$ cat src/rtl/dds_pkg.sv
// Shared definitions for the DDS signal path: default widths, table size and
// the configuration handshake state encoding.
package dds_pkg;

  localparam int ACC_WIDTH_DEF  = 32;
  localparam int ADDR_WIDTH_DEF = 10;
  localparam int TABLE_SIZE     = 1 << ADDR_WIDTH_DEF;

  typedef enum logic {
    IDLE = 1'b0,
    PEND = 1'b1
  } cfg_state_e;

endpackage

$ cat src/rtl/dds_valid_delay.sv
// Delays a valid strobe by LATENCY cycles so it lines up with registered
// ROM read data. Usable by any consumer of the waveform tables.
module dds_valid_delay #(
  parameter int LATENCY = 1
) (
  input  logic clk,
  input  logic rst,
  input  logic din,
  output logic dout
);

  logic [LATENCY-1:0] sr;

  if (LATENCY == 1) begin : g_single
    always_ff @(posedge clk or posedge rst) begin
      if (rst) sr <= '0;
      else     sr <= din;
    end
  end else begin : g_chain
    always_ff @(posedge clk or posedge rst) begin
      if (rst) sr <= '0;
      else     sr <= {sr[LATENCY-2:0], din};
    end
  end

  assign dout = sr[LATENCY-1];

endmodule

$ cat src/rtl/dds_phase_acc.sv
// DDS phase accumulator and ROM address generator with a valid/ready
// configuration port that applies updates immediately or at the next wrap.
module dds_phase_acc
  import dds_pkg::*;
#(
  parameter int ACC_WIDTH   = ACC_WIDTH_DEF,
  parameter int ADDR_WIDTH  = ADDR_WIDTH_DEF,
  parameter int ROM_LATENCY = 1
) (
  input  logic                  clk,
  input  logic                  rst,
  input  logic                  en,
  input  logic                  clr,
  input  logic                  cfg_valid,
  output logic                  cfg_ready,
  input  logic                  cfg_sync,
  input  logic [ACC_WIDTH-1:0]  cfg_fword,
  input  logic [ADDR_WIDTH-1:0] cfg_pword,
  output logic [ADDR_WIDTH-1:0] rom_addr,
  output logic                  addr_valid,
  output logic                  data_valid,
  output logic                  cycle_start,
  output logic                  cfg_pending
);

  logic [ACC_WIDTH-1:0]  acc;
  logic [ACC_WIDTH-1:0]  fword_act, fword_shd;
  logic [ADDR_WIDTH-1:0] pword_act, pword_shd;
  cfg_state_e            state;

  logic [ACC_WIDTH:0]    sum;
  logic                  wrap;
  logic [ADDR_WIDTH-1:0] next_addr;

  // The carry out of the extended add marks the end of a waveform period.
  assign sum       = {1'b0, acc} + {1'b0, fword_act};
  assign wrap      = sum[ACC_WIDTH];
  assign next_addr = sum[ACC_WIDTH-1 -: ADDR_WIDTH] + pword_act;

  // NOTE: sequential state uses non-blocking assignments so every register
  // samples the pre-edge values of its neighbours, independent of block order.
  always_ff @(posedge clk or posedge rst) begin
    if (rst) begin
      acc         <= '0;
      rom_addr    <= '0;
      addr_valid  <= 1'b0;
      cycle_start <= 1'b0;
    end else if (clr) begin
      acc         <= '0;
      rom_addr    <= pword_act;
      addr_valid  <= en;
      cycle_start <= 1'b0;
    end else if (en) begin
      acc         <= sum[ACC_WIDTH-1:0];
      rom_addr    <= next_addr;
      addr_valid  <= 1'b1;
      cycle_start <= wrap;
    end else begin
      addr_valid  <= 1'b0;
      cycle_start <= 1'b0;
    end
  end

  // Active words change only after the add that used them, so a wrap-time
  // update never produces a partial period.
  always_ff @(posedge clk or posedge rst) begin
    if (rst) begin
      state       <= IDLE;
      fword_act   <= '0;
      pword_act   <= '0;
      fword_shd   <= '0;
      pword_shd   <= '0;
      cfg_ready   <= 1'b1;
      cfg_pending <= 1'b0;
    end else begin
      unique case (state)
        IDLE: begin
          if (cfg_valid && cfg_sync) begin
            fword_shd   <= cfg_fword;
            pword_shd   <= cfg_pword;
            state       <= PEND;
            cfg_ready   <= 1'b0;
            cfg_pending <= 1'b1;
          end else if (cfg_valid) begin
            fword_act <= cfg_fword;
            pword_act <= cfg_pword;
          end
        end
        PEND: begin
          // A zero tuning word never wraps, so release the update at once.
          if ((en && wrap) || clr || (fword_act == '0)) begin
            fword_act   <= fword_shd;
            pword_act   <= pword_shd;
            state       <= IDLE;
            cfg_ready   <= 1'b1;
            cfg_pending <= 1'b0;
          end
        end
        default: state <= IDLE;
      endcase
    end
  end

  dds_valid_delay #(
    .LATENCY(ROM_LATENCY)
  ) u_valid_delay (
    .clk  (clk),
    .rst  (rst),
    .din  (addr_valid),
    .dout (data_valid)
  );

endmodule

$ cat config.mk
export PLATFORM = sky130hd
export DESIGN_NAME = dds_phase_acc
export DESIGN_NICKNAME = d
export VERILOG_FILES = /design/src/rtl/dds_pkg.sv /design/src/rtl/dds_valid_delay.sv /design/src/rtl/dds_phase_acc.sv
export SDC_FILE = /design/constraint.sdc
export NUM_CORES = 1
export LEC_CHECK = 0
export CAP_MARGIN = 30
export CORE_UTILIZATION = 34
export DETAILED_ROUTE_END_ITERATION = 16
export PLACE_DENSITY = 0.51
export SLEW_MARGIN = 20
export SYNTH_ARGS = -nofsm -noshare
export SYNTH_HDL_FRONTEND = slang
export SYNTH_SLANG_ARGS = --single-unit
$ cat constraint.sdc
create_clock -name clk -period 4.95 [get_ports clk]
set_input_delay 0.99 -clock clk [delete_from_list [all_inputs] [get_ports clk]]
set_output_delay 0.99 -clock clk [all_outputs]
set_load 0.01 [all_outputs]
==> impl_metrics.csv, run 1 <==
group,metric,value,unit
synth,synth_ff_type,"sky130_fd_sc_hd__dfrtp_1",
drt,routed_wire_length_per_instance,17.74,um
global_routing,first_global_vias,6041,
drt,wl,19.39,mm
synth,synth_nets,845,
synth,synth.ff_latch_count,132,
global_routing,grt_use_total,17.48,%
setup_path,worstSetupPathType,"register to register",
cts,ctsHtreeMaxLevel,4,
cts,cts.path.max_buffers,2,
finish,filler_cell_count,2058,
cts,clock_latency_on_the_worst_skew_pair,430,ps
drt,detailedRoute.firstPassIterationCount,11,
cts,postCtsSetupBuffers,0,
timing,skew,13.95,ps
synth,synthDistinctLibCells,66,
timing,min_period,4559,ps
synth,post_synthesis_async_set_or_reset_flop_share,100.0,%
place,buffer_ports.inserted,62,
setup_path,path_common_cell,"sky130_fd_sc_hd__o21ai_0",
timing,slew_viol_final,0,
finish,area_growth_syn_to_layout,18.25,%
setup_path,critPathArrivalTime,4830,ps
die,fp.dieH,152.8,um
global_routing,grt_remaining_overflow,0,
setup_path,buffer_and_inverter_count_on_the_worst_path,2,
setup_path,slowest_stage,"sky130_fd_sc_hd__fa_1",
synth,syn_inst,754,
status,violations,"design-rule violations",
drt,post-route-drc-count,1,
setup_path,worstSetupEndpointType,"register",
finish,mostFrequentLayoutCell,"sky130_fd_sc_hd__dfrtp_1",
timing,tightestPinTransition,738.8,ps
drt,detail_route.vias_per_cell,5.361,
pwr,power.ir.vdd_worst,0.2967,mV
setup_path,critPathLaunchType,"register",
finish,post_route_cells_drive_above_1_share,13.04,%
finish,stdcell_count,1093,
synth,synth.yosys.seq_area_share,42.73,%
status,outcome,"complete, but fails checks",
setup_path,timing.critical_path.slowest_cell_delay,430,ps
run,cap_viol_max_count,0,
timing,layout_worst_path_cycle_share,92.11,%
pwr,total_leakage_power,0.004135,uW
setup_path,timing.critical_path.cells,"ha_1 -> inv_1 -> fa_1 -> nor2b_4 -> o21ai_2 -> a21boi_2 -> o311ai_1 -> a21o_1 -> nor2b_1 -> xnor2_2 -> ha_1 -> inv_1 -> fa_1 -> nor2b_1 -> o21ai_0 -> a21boi_1 -> o21ai_0 -> a21boi_0 -> o21ai_0 -> a21o_1 -> a31oi_1 -> o21ai_0",
place,gpl.final_weighted_congestion,0.8631,
die,io-pin-count,63,
synth,netlist_area,7732,sq um
timing,hold_ws,378.9,ps
cts,cts_made_buffers,17,
timing,rsz0062_at_grt,"false",
cts,cts.reportedPaths.clkPinSlew,60,ps
place,dpl.hpwl,13.90,mm
timing,achievable_clock_frequency,219.3,MHz
global_routing,grt_start_max_net_pins,80,
cts,cts-root-buf,"sky130_fd_sc_hd__clkbuf_16",
finish,antenna-diode-count,0,
finish,num-nets-final,891,
global_routing,grt_antenna_before_repair,0,
synth,syn-mean-instance-area,10.26,sq um
finish,multi_input_comb_area,4134,sq um
synth,number_of_flops_mapped_to_enable_cells_by_yosys,0,
finish,mostFrequentLayoutCells,"sky130_fd_sc_hd__dfrtp_1 (131), sky130_fd_sc_hd__nand2_1 (62), sky130_fd_sc_hd__clkdlybuf4s50_1 (61), sky130_fd_sc_hd__a21oi_1 (49), sky130_fd_sc_hd__nor2_1 (49)",
global_routing,grt_first_pass_wirelength,32.35,mm
finish,seq_area,3304,sq um
setup_path,cp_max_fo,4,
hold_path,hold_class,"register to register",
die,initial_utilization,35.00,%
die,die_area,23350,sq um
die,standard_cell_rows,54,
drt,via_count,5860,
die,chipWidth,152.8,um
timing,totalNegativeSetupSlack,0,ps
cts,cts_num_sinks,132,
setup_path,cp_data_required_time,5230,ps
timing,slew_headroom,50.75,%
timing,setup_violations,0,
pwr,cellPowerDensity,704.8,nW/um^2
drt,detail_route.iter0.violations,349,
cts,clock_tree_from_tritoncts,"done",
drt,ant_nets,0,
place,dp.cells,1061,
setup_path,path_delay_family,"compound AO/OA/AOI/OAI gates",
synth,synth.yosys.warnings,0,
timing,final_hold_viol_count,0,
die,core_area,22090,sq um
==> routing by layer <==
metal,share of wire (%),track usage [%]
met2,46,27.70
met5,0,0
met1,49,23.88
met4,1.7,6.157
met3,3.3,3.185
==> through the flow <==
step | utilization (%) | cell area, sq um | total power [uW] | setup WS [ps]
finish | 41.39 | 9144 | 6444 | 390.7
global route | 41.39 | 9144 | 6983 | 12.31
CTS | 41.32 | 9129 | 6452 | 180.4
detailed placement | 38.69 | 8548 | 5163 | 213.6
global placement | 38.66 | 8541 | 5106 | 432.1
floorplan | - | 7732 | 4354 | 435.6
==> Yosys cell counts, drive strengths merged, types with 4 or more instances <==
master / count / area share [%]
dfrtp: 131 / 42
nor4: 8 / 0.65
inv: 21 / 1.0
nor3: 7 / 0.45
o21ai: 32 / 2.1
a21boi: 7 / 0.73
a221o: 43 / 5.6
xnor2: 19 / 2.2
nand4: 10 / 0.89
a22o: 8 / 0.91
mux2i: 23 / 3.0
a21oi: 50 / 3.3
a211oi: 8 / 1.1
a21o: 29 / 2.9
nor2b: 7 / 0.66
o21a: 5 / 0.49
xor2: 11 / 1.2
buf: 19 / 1.8
o211ai: 6 / 0.65
clkbuf: 26 / 1.3
and3: 5 / 0.42
ha: 41 / 6.6
nor2: 49 / 2.4
and2: 37 / 3.0
mux2: 42 / 6.1
o21bai: 4 / 0.39
nand3: 13 / 0.84
nand2: 62 / 3.0
==> flip-flops by register name, summed over array words and instances, names as in the netlist <==
name                flops
rom_addr               10
pword_shd              10
fword_act              32
fword_shd              32
addr_valid              1
cfg_pending             1
pword_act              10
cycle_start             1
state                   1
acc                    32
u_valid_delay.dout      1
cfg_ready               1
==> worst paths after layout <==
path                       cells past startpoint                 end  slack (ps)    startpoint
max                                           22         rom_addr[8]         390  fword_act[0]
min                                            0  u_valid_delay.dout         380    addr_valid
max reg2reg                                   22         rom_addr[8]         390  fword_act[0]
min reg2reg                                    0  u_valid_delay.dout         380    addr_valid
max in group asynchronous                      3           cfg_ready        3010           rst
min in group asynchronous                      2         cfg_pending        1050           rst
==> cell type report <==
cell class	count	area share [%]
multi-input cells	556	45.21
flip-flops and latches	132	36.14
repair buffers	72	7.553
clock buffers	18	4.693
well taps	280	3.831
clock inverters	14	1.656
inverters	21	0.9168
==> where the power goes <==
part	leakage (uW)	total [uW]	internal (uW)	switching [uW]
Sequential	0.00162	1880	1510	371
Combinational	0.00224	3320	1530	1790
Clock	0.000281	1250	745	503
Total	0.00413	6440	3780	2660
==> cell families after synthesis <==
kind of cell | count (synthesis) | share of synthesized area (%)
AND/OR/NAND/NOR | 212 | 13.75
flip-flops | 132 | 42.73
adder cells (fa/ha/maj) | 43 | 7.152
buffers and inverters | 66 | 4.061
AO/OA/AOI/OAI | 206 | 19.81
multiplexers | 65 | 9.094
XOR/XNOR | 30 | 3.398
==> repair_timing <==
action / CTS / global route
endpoints found under the hold margin: 0 / 0
endpoints found under the setup margin: 0 / 2
hold buffers: 0 / 0
gates resized for setup: 0 / 4
Power figures use the tool's default switching activity.
==> run 2: changes to the inputs <==
- SKIP_CTS_REPAIR_TIMING: not set -> 1
==> results of run 2 <==
No change in the layout: final DEF, timing and power equal those of run 1.
